[config.mk]
export PLATFORM = sky130hd
export DESIGN_NAME = axi_rd_arbiter
export DESIGN_NICKNAME = d
export VERILOG_FILES = /design/src/rtl/axi_rd_arb_pkg.sv /design/src/rtl/rr_arbiter.sv /design/src/rtl/axi_rd_arbiter.sv
export SDC_FILE = /design/constraint.sdc
export NUM_CORES = 1
export LEC_CHECK = 0
export CORE_AREA = 2 2 572 574
export DETAILED_ROUTE_END_ITERATION = 8
export DIE_AREA = 0 0 574 576
export HOLD_SLACK_MARGIN = 0.05
export PLACE_DENSITY = 0.3
export SYNTH_ARGS = -nofsm -noshare
export SYNTH_HDL_FRONTEND = slang
export SYNTH_SLANG_ARGS = --single-unit
[constraint.sdc]
create_clock -name clk -period 10 [get_ports clk]
set_input_delay 2.5 -clock clk [delete_from_list [all_inputs] [get_ports clk]]
set_output_delay 2.5 -clock clk [all_outputs]
set_load 0.02 [all_outputs]
[src/rtl/axi_rd_arb_pkg.sv]
// Shared types and constants for the AXI read-channel arbiter and its users.
package axi_rd_arb_pkg;

  localparam logic [1:0] RESP_OKAY   = 2'b00;
  localparam logic [1:0] RESP_SLVERR = 2'b10;

  localparam int AR_ADDR_W = 64;
  localparam int AR_ID_W   = 8;

  // Index width for a channel count; a single channel still needs one bit.
  function automatic int ch_width(input int num_ch);
    return (num_ch > 1) ? $clog2(num_ch) : 1;
  endfunction

  typedef struct packed {
    logic [AR_ADDR_W-1:0] addr;
    logic [7:0]           len;
    logic [2:0]           size;
    logic [1:0]           burst;
    logic [AR_ID_W-1:0]   id;
  } ar_req_t;

endpackage

[src/rtl/rr_arbiter.sv]
// Round-robin arbiter: one-hot grant to the first requester at or after rr_ptr.
// Pointer moves past the winner only when advance_i is high.
module rr_arbiter #(
  parameter  int NUM_REQ = 4,
  localparam int IDX_W   = (NUM_REQ > 1) ? $clog2(NUM_REQ) : 1
) (
  input  logic               clk,
  input  logic               rst,
  input  logic [NUM_REQ-1:0] req_i,
  input  logic               advance_i,
  output logic [NUM_REQ-1:0] gnt_o,
  output logic [IDX_W-1:0]   gnt_idx_o,
  output logic               any_o
);

  logic [IDX_W-1:0] rr_ptr_q, rr_ptr_d;
  logic [IDX_W:0]   sum;
  logic [IDX_W-1:0] idx;

  always_comb begin
    gnt_o     = '0;
    gnt_idx_o = '0;
    any_o     = 1'b0;
    sum       = '0;
    idx       = '0;
    for (int k = 0; k < NUM_REQ; k++) begin
      sum = {1'b0, rr_ptr_q} + (IDX_W+1)'(k);
      if (sum >= (IDX_W+1)'(NUM_REQ)) sum = sum - (IDX_W+1)'(NUM_REQ);
      idx = sum[IDX_W-1:0];
      if (!any_o && req_i[idx]) begin
        any_o      = 1'b1;
        gnt_o[idx] = 1'b1;
        gnt_idx_o  = idx;
      end
    end
    rr_ptr_d = rr_ptr_q;
    if (advance_i && any_o)
      rr_ptr_d = (gnt_idx_o == IDX_W'(NUM_REQ-1)) ? '0 : gnt_idx_o + 1'b1;
  end

  always_ff @(posedge clk or posedge rst) begin
    if (rst) rr_ptr_q <= '0;
    else     rr_ptr_q <= rr_ptr_d;
  end

endmodule

[src/rtl/axi_rd_arbiter.sv]
// N-to-1 AXI read arbiter: round-robin registered AR with channel-tagged ARID, RID-routed R.
// Define AXI_RD_ARB_RSLICE_EN to insert a two-entry skid buffer on the R path.
module axi_rd_arbiter
  import axi_rd_arb_pkg::*;
#(
  parameter  int NUM_CH    = 4,
  parameter  int ADDR_W    = 64,
  parameter  int DATA_W    = 512,
  parameter  int ID_W      = 4,
  parameter  int MAX_OUTST = 16,
  localparam int CH_W      = ch_width(NUM_CH),
  localparam int M_ID_W    = ID_W + CH_W
) (
  input  logic                     clk,
  input  logic                     rst,
  input  logic [NUM_CH-1:0]        s_arvalid,
  output logic [NUM_CH-1:0]        s_arready,
  input  logic [NUM_CH*ADDR_W-1:0] s_araddr,
  input  logic [NUM_CH*8-1:0]      s_arlen,
  input  logic [NUM_CH*3-1:0]      s_arsize,
  input  logic [NUM_CH*2-1:0]      s_arburst,
  input  logic [NUM_CH*ID_W-1:0]   s_arid,
  output logic [NUM_CH-1:0]        s_rvalid,
  input  logic [NUM_CH-1:0]        s_rready,
  output logic [DATA_W-1:0]        s_rdata,
  output logic [1:0]               s_rresp,
  output logic [ID_W-1:0]          s_rid,
  output logic                     s_rlast,
  output logic                     m_arvalid,
  input  logic                     m_arready,
  output logic [ADDR_W-1:0]        m_araddr,
  output logic [7:0]               m_arlen,
  output logic [2:0]               m_arsize,
  output logic [1:0]               m_arburst,
  output logic [M_ID_W-1:0]        m_arid,
  input  logic                     m_rvalid,
  output logic                     m_rready,
  input  logic [DATA_W-1:0]        m_rdata,
  input  logic [1:0]               m_rresp,
  input  logic                     m_rlast,
  input  logic [M_ID_W-1:0]        m_rid,
  output logic                     err_rid
);

  localparam int OW = $clog2(MAX_OUTST + 1);

  logic [NUM_CH-1:0] elig, gnt, ar_hs, r_dec;
  logic [CH_W-1:0]   gnt_idx;
  logic              any_elig, load;
  logic [OW-1:0]     outst_q [NUM_CH];
  logic [OW-1:0]     outst_d [NUM_CH];

  logic              m_arvalid_q;
  logic [ADDR_W-1:0] m_araddr_q;
  logic [7:0]        m_arlen_q;
  logic [2:0]        m_arsize_q;
  logic [1:0]        m_arburst_q;
  logic [M_ID_W-1:0] m_arid_q;
  logic              err_rid_q;

  always_comb begin
    for (int i = 0; i < NUM_CH; i++)
      elig[i] = s_arvalid[i] && (outst_q[i] < OW'(MAX_OUTST));
  end

  assign load = !m_arvalid_q || m_arready;

  rr_arbiter #(.NUM_REQ(NUM_CH)) u_rr (
    .clk       (clk),
    .rst       (rst),
    .req_i     (elig),
    .advance_i (load),
    .gnt_o     (gnt),
    .gnt_idx_o (gnt_idx),
    .any_o     (any_elig)
  );

  assign s_arready = gnt & {NUM_CH{load}};
  assign ar_hs     = s_arvalid & s_arready;

  always_ff @(posedge clk or posedge rst) begin
    if (rst)       m_arvalid_q <= 1'b0;
    else if (load) m_arvalid_q <= any_elig;
  end

  // Payload needs no reset: it is only observed while m_arvalid is high.
  always_ff @(posedge clk) begin
    if (load && any_elig) begin
      m_araddr_q  <= s_araddr[int'(gnt_idx)*ADDR_W +: ADDR_W];
      m_arlen_q   <= s_arlen[int'(gnt_idx)*8 +: 8];
      m_arsize_q  <= s_arsize[int'(gnt_idx)*3 +: 3];
      m_arburst_q <= s_arburst[int'(gnt_idx)*2 +: 2];
      m_arid_q    <= {gnt_idx, s_arid[int'(gnt_idx)*ID_W +: ID_W]};
    end
  end

  assign m_arvalid = m_arvalid_q;
  assign m_araddr  = m_araddr_q;
  assign m_arlen   = m_arlen_q;
  assign m_arsize  = m_arsize_q;
  assign m_arburst = m_arburst_q;
  assign m_arid    = m_arid_q;

  logic              r_vld, r_rdy, r_last, r_hit;
  logic [DATA_W-1:0] r_data;
  logic [1:0]        r_resp;
  logic [M_ID_W-1:0] r_id;
  logic [CH_W-1:0]   r_ch;

`ifdef AXI_RD_ARB_RSLICE_EN
  localparam int RW = DATA_W + 2 + 1 + M_ID_W;

  logic [RW-1:0] skid_q [2];
  logic          wr_ptr_q, rd_ptr_q, m_rready_q, push, pop;
  logic [1:0]    cnt_q, cnt_d;

  assign push  = m_rvalid && m_rready_q;
  assign pop   = r_vld && r_rdy;
  assign r_vld = (cnt_q != 2'd0);
  assign {r_data, r_resp, r_last, r_id} = skid_q[rd_ptr_q];
  assign cnt_d = cnt_q + 2'(push) - 2'(pop);

  always_ff @(posedge clk or posedge rst) begin
    if (rst) begin
      wr_ptr_q   <= 1'b0;
      rd_ptr_q   <= 1'b0;
      cnt_q      <= 2'd0;
      m_rready_q <= 1'b1;
    end else begin
      if (push) wr_ptr_q <= ~wr_ptr_q;
      if (pop)  rd_ptr_q <= ~rd_ptr_q;
      cnt_q      <= cnt_d;
      m_rready_q <= (cnt_d != 2'd2);
    end
  end

  always_ff @(posedge clk) begin
    if (push) skid_q[wr_ptr_q] <= {m_rdata, m_rresp, m_rlast, m_rid};
  end

  assign m_rready = m_rready_q;
`else
  assign r_vld    = m_rvalid;
  assign r_data   = m_rdata;
  assign r_resp   = m_rresp;
  assign r_last   = m_rlast;
  assign r_id     = m_rid;
  assign m_rready = r_rdy;
`endif

  assign r_ch = r_id[M_ID_W-1 -: CH_W];

  // A beat whose channel index matches no port is accepted and discarded.
  always_comb begin
    s_rvalid = '0;
    r_dec    = '0;
    r_rdy    = 1'b1;
    r_hit    = 1'b0;
    for (int i = 0; i < NUM_CH; i++) begin
      if (r_ch == CH_W'(i)) begin
        r_hit       = 1'b1;
        s_rvalid[i] = r_vld;
        r_rdy       = s_rready[i];
        r_dec[i]    = r_vld && s_rready[i] && r_last;
      end
    end
  end

  assign s_rdata = r_data;
  assign s_rresp = r_resp;
  assign s_rlast = r_last;
  assign s_rid   = r_id[ID_W-1:0];

  always_ff @(posedge clk or posedge rst) begin
    if (rst)                 err_rid_q <= 1'b0;
    else if (r_vld && !r_hit) err_rid_q <= 1'b1;
  end
  assign err_rid = err_rid_q;

  always_comb begin
    for (int i = 0; i < NUM_CH; i++) begin
      outst_d[i] = outst_q[i];
      case ({ar_hs[i], r_dec[i]})
        2'b10:   outst_d[i] = outst_q[i] + 1'b1;
        2'b01:   if (outst_q[i] != '0) outst_d[i] = outst_q[i] - 1'b1;
        default: outst_d[i] = outst_q[i];
      endcase
    end
  end

  always_ff @(posedge clk or posedge rst) begin
    if (rst) begin
      for (int i = 0; i < NUM_CH; i++) outst_q[i] <= '0;
    end else begin
      outst_q <= outst_d;
    end
  end

endmodule

-- Yosys cells after proc, flatten, opt, wreduce, memory -nomap -nowiden
Index checks and enable logic that the tools add are counted.
- $add $sub $neg: 16
- $mul: 1
- magnitude comparators: 16
- equal/unequal tests: 16
- shift-type cells: 5
- muxes and demuxes: 57
- bitwise operators: 5
- reduce and logical (&&, ||, !) cells: 40
- operators by type and width (kind ; number):
    $shiftx 256x9->64 ; 1
    $pmux 5 s2 ; 4
    $shiftx 32x6->8 ; 1
    $mux 1 ; 28
    $logic_and 1x1->1 ; 21
    $add 5x1->5 const B ; 4
    $lt 5x5->1 const B ; 4
    $mux 5 ; 4
    $reduce_bool 5->1 ; 4
    $sub 5x1->5 const B ; 4
    $mux 2 ; 9
    $mux 4 ; 4
    $shiftx 16x5->4 ; 1
    $eq 2x2->1 const B ; 7
    $lt 2x3->1 const B ; 4
    $or 4x4->4 ; 3
    $shiftx 12x5->3 ; 1
    $eq 2x1->1 const B ; 5
    $ge 3x3->1 const B ; 3
    $and 4x4->4 ; 2
    $bmux 1 s2 ; 4
    $demux 1 s2 ; 4
    $ge 2x1->1 const B ; 4
    $ne 2x2->1 const B ; 4
    12 further kinds ; 26
- flip-flop bits (word level): 107
- input bits: 857
- output and inout bits: 613
- word-level logic and storage cells: 168

-- Logic depth before layout (Yosys ltp)
- depth after elaboration: 19
- depth in mapped cells: 16
- depth with buffers taken out: 15

-- Hierarchy
Synthesis repeated with hierarchy kept, for this count alone.
- cells, all modules: 920
- area total of the unflattened synthesis: 10406.2 um^2
- modules (own cells, without submodules) (module ; times used ; cells an instance ; area each (um^2) ; seq. area each (um^2)):
    axi_rd_arbiter ; 1 ; 863 ; 9887.0 ; 3042.9
    rr_arbiter ; 1 ; 57 ; 519.2 ; 50.0

-- Least setup slack after synthesis
No wires, ideal clock.
- path type: input -> register
- from: in s_arvalid[2]
- to: reg m_araddr_q[0], in the netlist m_araddr[0], enable pin
- library setup time: 0.529 ns
- data arrival time: 6.303 ns
- data required time: 9.471 ns
- setup slack: 3.168 ns
- stages on the path: 4
- buffers on the path: 0
- cell sequence: nand2b_1 -> nand2_1 -> nor2_1 -> nor2_1
- cells in the longest elaborated chain, start to end: 14
- elaborated cells on any way between the ends: 20
- classes of those cells: 12 x mux; 8 x reduce/logical
- RTL lines (what ; line ; source):
    from (decl) ; axi_rd_arbiter.sv:16 ; input logic [NUM_CH-1:0] s_arvalid,
    $logic_and 1x1->1 (*) ; axi_rd_arbiter.sv:63 ; elig[i] = s_arvalid[i] && (outst_q[i] < OW'(MAX_OUTST));
    $bmux 1 s2 ; rr_arbiter.sv:30 ; if (!any_o && req_i[idx]) begin
    $mux 1 (not written as such) ; rr_arbiter.sv:30 ;
    $mux 1 ; rr_arbiter.sv:30 ;
    $logic_not 1->1 ; rr_arbiter.sv:30 ;
    $logic_and 1x1->1 ; rr_arbiter.sv:30 ;
    $mux 1 ; rr_arbiter.sv:30 ;
    $logic_not 1->1 ; rr_arbiter.sv:30 ;
    $logic_and 1x1->1 ; rr_arbiter.sv:30 ;
    $mux 1 ; rr_arbiter.sv:30 ;
    $logic_not 1->1 ; rr_arbiter.sv:30 ;
    $logic_and 1x1->1 ; rr_arbiter.sv:30 ;
    $mux 1 (*) ; rr_arbiter.sv:30 ;
    $logic_and 1x1->1 (*) ; axi_rd_arbiter.sv:88 ; if (load && any_elig) begin
    to (signal assigned) ; axi_rd_arbiter.sv:89 ; m_araddr_q <= s_araddr[int'(gnt_idx)*ADDR_W +: ADDR_W];
    to (decl) ; axi_rd_arbiter.sv:54 ; logic [ADDR_W-1:0] m_araddr_q;
Mark *: on every way between the ends. The rest lies on a longest branch, timed or not. The select of a mux whose other input is x is not followed.
A chain may end at the register's enable or synchronous reset.

-- Final worst setup path
- from: in s_arvalid[0]
- to: out s_arready[1]
- cells in the longest elaborated chain, start to end: 14
- elaborated cells on any way between the ends: 26
- classes of those cells: 15 x mux; 4 x bitwise; 7 x reduce/logical
- RTL lines (what ; line ; source):
    $logic_and 1x1->1 (*) ; axi_rd_arbiter.sv:63 ;
    $bmux 1 s2 ; rr_arbiter.sv:30 ;
    $mux 1 (not written as such) ; rr_arbiter.sv:30 ;
    $mux 1 ; rr_arbiter.sv:30 ;
    $logic_not 1->1 ; rr_arbiter.sv:30 ;
    $logic_and 1x1->1 ; rr_arbiter.sv:30 ;
    $mux 1 ; rr_arbiter.sv:30 ;
    $logic_not 1->1 ; rr_arbiter.sv:30 ;
    $logic_and 1x1->1 ; rr_arbiter.sv:30 ;
    $mux 1 ; rr_arbiter.sv:30 ;
    $logic_not 1->1 ; rr_arbiter.sv:30 ;
    $logic_and 1x1->1 ; rr_arbiter.sv:30 ;
    $mux 4 (*) ; rr_arbiter.sv:30 ;
    $and 4x4->4 (*) ; axi_rd_arbiter.sv:78 ; assign s_arready = gnt & {NUM_CH{load}};
    to (decl) ; axi_rd_arbiter.sv:17 ; output logic [NUM_CH-1:0] s_arready,
Marked as above.

==> impl_results.rst <==
.. list-table::
   :header-rows: 1

   * - Metric
     - Value
   * - Largest fanout on the critical path
     - 5
   * - Compound-gate portion of the synthesized area
     - 0.0480
   * - Number of detailed-routing iterations run before antenna repair
     - 5
   * - Count of buffer and inverter cells on the critical path
     - 2
   * - Maximum number of pins on one net before global-route repair
     - 86
   * - Vertical die dimension
     - 576 um
   * - Status
     - complete, no violations
   * - Detailed Route WL
     - 168000 um
   * - Core box area
     - 325000 um2
   * - Area of all sequential standard cells
     - 3090 um2
   * - Endpoint with the worst hold slack
     - err_rid
   * - Synth warnings
     - 0
   * - Filler cell count in the final layout
     - 38500
   * - Hold Vio Cnt, Final
     - 0
   * - Max-cap violations
     - 0
   * - Number of cells produced by synthesis
     - 1120
   * - Element type at the critical path start
     - input pin
   * - Total count of max-transition violations in the final report
     - 0
   * - Synth Area in XOR/XNOR
     - 0.0123
   * - Power density of the placed cells
     - 268 nW/um2
   * - Main combinational cell family by area after synthesis
     - buffers and inverters
   * - Area share of and/or/nand/nor cells after synthesis
     - 0.0391
   * - Wire per inst
     - 31.1 um
   * - Area occupied by multi-input gates
     - 4130 um2
   * - Horiz. Die Dim
     - 574 um
   * - Buffers added on ports
     - 433
   * - Share of the clock period used by the worst path
     - 0.778
   * - Synth Register Bits
     - 107
   * - Number of global-route vias before repair
     - 8362
   * - Cell types with the largest area share after synthesis
     - sky130_fd_sc_hd__buf_4 34%, sky130_fd_sc_hd__mux2i_1 22%, sky130_fd_sc_hd__edfxtp_1 22%, sky130_fd_sc_hd__dfrtp_1 5.3%, sky130_fd_sc_hd__ha_1 2.2%
   * - Post-cts gate resize count
     - 0
   * - First-pass GRT wire length
     - 187000 um
   * - Data required time at the worst endpoint
     - 7500 ps
   * - Maximum vdd drop
     - 0.000207 V
   * - Vias after detailed routing
     - 8442
   * - Cells along the critical path
     - clkdlybuf4s50_1, nor2b_1, nand2_1, mux4_2, nor2_1, or3_1, and2_1, clkdlybuf4s50_1
   * - Hold path cells
     - 0
   * - Slew @ Worst Pin
     - 1060 ps
   * - Unrepaired setup endpoints after global routing
     - no
   * - Worst setup slack for register-to-register paths
     - 5030 ps
   * - Worst slew margin
     - 0.273
   * - Sequential-to-total area share from yosys stat
     - 0.271
   * - Clock period minus worst slack
     - 7780 ps
   * - H-Tree Depth
     - 3
   * - Die Outline Area
     - 331000 um2
   * - Summed instance area of the synthesized netlist
     - 11400 um2
   * - Post-detailed-route via-to-cell ratio
     - 1.56
   * - Top flip-flop cell by instance count after synthesis
     - sky130_fd_sc_hd__edfxtp_1
   * - First-iteration detailed-routing DRC count
     - 399
   * - Worst path slowest cell
     - sky130_fd_sc_hd__clkdlybuf4s50_1
   * - Root Buffer
     - sky130_fd_sc_hd__clkbuf_16
   * - DRC Markers
     - 0
   * - Initial antenna violation count
     - 67
   * - Worst hold-check path type
     - register to register
   * - Number of flops mapped to enable cells by yosys
     - 83
   * - CP max stage delay
     - 630 ps
   * - Leakage power of the design
     - 0.00527 uW
   * - Starting density of the core
     - 0.0351
   * - Number of primary I/O pins
     - 1470
   * - Number of distinct standard cells referenced by the synthesized netlist
     - 60
   * - Clock transition at the register clock pins on the worst setup and hold paths after CTS
     - 100 ps
   * - NumNets Final
     - 1910
   * - Most repeated library cell on the critical path
     - sky130_fd_sc_hd__clkdlybuf4s50_1
   * - Post-synth top area cell
     - sky130_fd_sc_hd__buf_4
   * - Fraction of layout cells with a size suffix above 1
     - 0.0543
   * - Clock latency at the later pin of the worst-skew pair
     - 560 ps
   * - Antenna Violating Nets Remaining
     - 0
   * - Largest delay contributor family on the critical path
     - buffers and inverters
   * - Area share of fa/ha/maj cells after synthesis
     - 0.0289
   * - Data arrival time of the worst path
     - 5280 ps
   * - Final standard cell utilization of the core
     - 0.0543
   * - Multiplexer share of the synthesized area
     - 0.230
   * - Synth async-reset ratio
     - 0.224
   * - Buffers from clock root to sink, at most
     - 3
   * - Total power of the final layout
     - 4740 uW
   * - Post-DP HPWL
     - 155000 um
   * - Buffer count from post-CTS setup fixing
     - 0
   * - Clock tree from TritonCTS
     - built
   * - Post-synth net total
     - 2001
   * - Number of rows in the core area
     - 210
   * - Final TNS setup
     - 0 ps
   * - Remaining global-route overflow
     - 0
   * - Endpoint of the worst register-to-register path
     - m_araddr[19]
   * - Hold Buf Count CTS
     - 0
   * - Source of the worst hold timing path
     - err_rid
   * - Register-to-Register Path Depth
     - 9
   * - Class of the most critical setup path
     - input pin to primary output
   * - Area added between synthesis and finish
     - 54.7%
   * - Timing-limited maximum frequency
     - 0.129 GHz
   * - # clock sinks
     - 107
   * - Endpoint class of the critical path
     - primary output
   * - Global-route usage over all layers
     - 0.0978
   * - Count of endpoints failing setup in the final report
     - 0
   * - CTS buffer count
     - 13
   * - Mean Syn Cell Area
     - 10.2 um2
   * - Area share of the largest cell type after synthesis
     - 0.343
   * - Worst Clk Skew
     - 61.1 ps
   * - Placer congestion estimate
     - 0.741
[routing by layer]
metal  global-route usage  vias up  routed length (um)
met3                0.151      300               55100
met5              0.00803        -                 626
met4               0.0266       54                4820
li1                     -     3174                   -
met1               0.0566     3590               34300
met2                0.151     1324               73100
[state kept, by name, summed over array words and instances (netlist names), named ones only]
name and flops:
m_arsize 3, m_arvalid 1, m_arburst 2, m_arid 6, m_araddr 64, err_rid 1
u_rr.rr_ptr_q 1, outst_q 20, m_arlen 8
[synthesized netlist by cell type (3+ instances only)]
master and instances:
sky130_fd_sc_hd__nor2b_1 10, sky130_fd_sc_hd__fa_1 4, sky130_fd_sc_hd__o2bb2ai_1 4, sky130_fd_sc_hd__and3_1 4, sky130_fd_sc_hd__dfrtp_1 24, sky130_fd_sc_hd__buf_4 521
sky130_fd_sc_hd__buf_1 3, sky130_fd_sc_hd__xnor2_1 12, sky130_fd_sc_hd__nor4_1 3, sky130_fd_sc_hd__inv_1 21, sky130_fd_sc_hd__a22o_2 3, sky130_fd_sc_hd__mux2i_1 250
sky130_fd_sc_hd__or3_1 3, sky130_fd_sc_hd__buf_6 16, sky130_fd_sc_hd__edfxtp_1 83, sky130_fd_sc_hd__nor2_1 9, sky130_fd_sc_hd__nand2_1 17, sky130_fd_sc_hd__nor3_1 3
sky130_fd_sc_hd__a32o_1 6, sky130_fd_sc_hd__a21oi_1 12, sky130_fd_sc_hd__a21o_1 6, sky130_fd_sc_hd__mux4_2 4, sky130_fd_sc_hd__xor2_1 4, sky130_fd_sc_hd__ha_1 20
sky130_fd_sc_hd__clkbuf_1 10, sky130_fd_sc_hd__nand3_1 6, sky130_fd_sc_hd__a211o_1 3, sky130_fd_sc_hd__a21boi_1 4, sky130_fd_sc_hd__o21ai_0 5, sky130_fd_sc_hd__o31ai_4 3
sky130_fd_sc_hd__and2_1 5, sky130_fd_sc_hd__nand2b_1 6
[through the flow]
stage / hold WS, ps / setup WS [ps] / cell area, um2 / std cells
floorplan: 481 / 3170 / 11400 / 1120
global placement: 368 / 2240 / 17200 / 5360
detailed placement: 374 / 2240 / 17200 / 5360
CTS: 399 / 2230 / 17600 / 5377
global route: 408 / 2090 / 17600 / 5381
finish: 389 / 2220 / 17700 / 5396
[worst max-delay path by stage]
| stage | cells past startpoint | start | slack (ps) | end |
|---|---|---|---|---|
| global route | 8 | s_arvalid[0] | 2090 | s_arready[1] |
| global placement | 8 | s_arvalid[0] | 2240 | s_arready[1] |
| floorplan | 4 | s_arvalid[2] | 3170 | m_araddr[0] |
| detailed placement | 8 | s_arvalid[0] | 2240 | s_arready[1] |
| finish | 8 | s_arvalid[0] | 2220 | s_arready[1] |
| CTS | 8 | s_arvalid[0] | 2230 | s_arready[1] |
[power by group]
part           total (uW)  internal, uW  switching (uW)
Combinational        3140          1280            1860
Sequential            975           831             144
Clock                 620           317             303
Total                4740          2430            2310
[placed cells by master, fill, tap and decap left out, types with 8 or more instances in the layout]
cell                              instances
sky130_fd_sc_hd__nand2_1                 17
sky130_fd_sc_hd__nor2b_1                 10
sky130_fd_sc_hd__inv_1                   21
sky130_fd_sc_hd__diode_2                 19
sky130_fd_sc_hd__dfrtp_1                 24
sky130_fd_sc_hd__clkdlybuf4s50_1        432
sky130_fd_sc_hd__mux2i_1                246
sky130_fd_sc_hd__buf_4                   10
sky130_fd_sc_hd__xnor2_1                 12
sky130_fd_sc_hd__clkbuf_16               13
sky130_fd_sc_hd__edfxtp_1                83
sky130_fd_sc_hd__nor2_1                   8
sky130_fd_sc_hd__ha_1                    20
sky130_fd_sc_hd__a21oi_1                 12
[cell type report]
| cell class | instances | share of cell area |
|---|---|---|
| Tap cell | 4346 | 0.308 |
| Antenna cell | 19 | 0.00269 |
| Inverter | 23 | 0.00531 |
| Multi-Input combinational cell | 440 | 0.234 |
| Timing Repair Buffer | 444 | 0.251 |
| Sequential cell | 107 | 0.175 |
| Clock inverter | 4 | 0.00560 |
| Clock buffer | 13 | 0.0184 |
[cell families after synthesis]
| family | after synthesis |
|---|---|
| and+or+nand+nor | 79 |
| AOI/OAI and AO/OA | 65 |
| adders and majority gates | 24 |
| muxes | 256 |
| xor gates and xnor gates | 16 |
| buffers and inverters | 573 |
| DFF | 107 |
[worst register-to-register path: cells and delay by family (launching register included)]
kind                       cells  cell delay, ps
muxes                          3            1110
DFF                            1             720
and+or+nand+nor                1             250
adders and majority gates      1             530
buffers and inverters          3            1610
AOI/OAI and AO/OA              1             540
(Power assumes the default switching activity.)
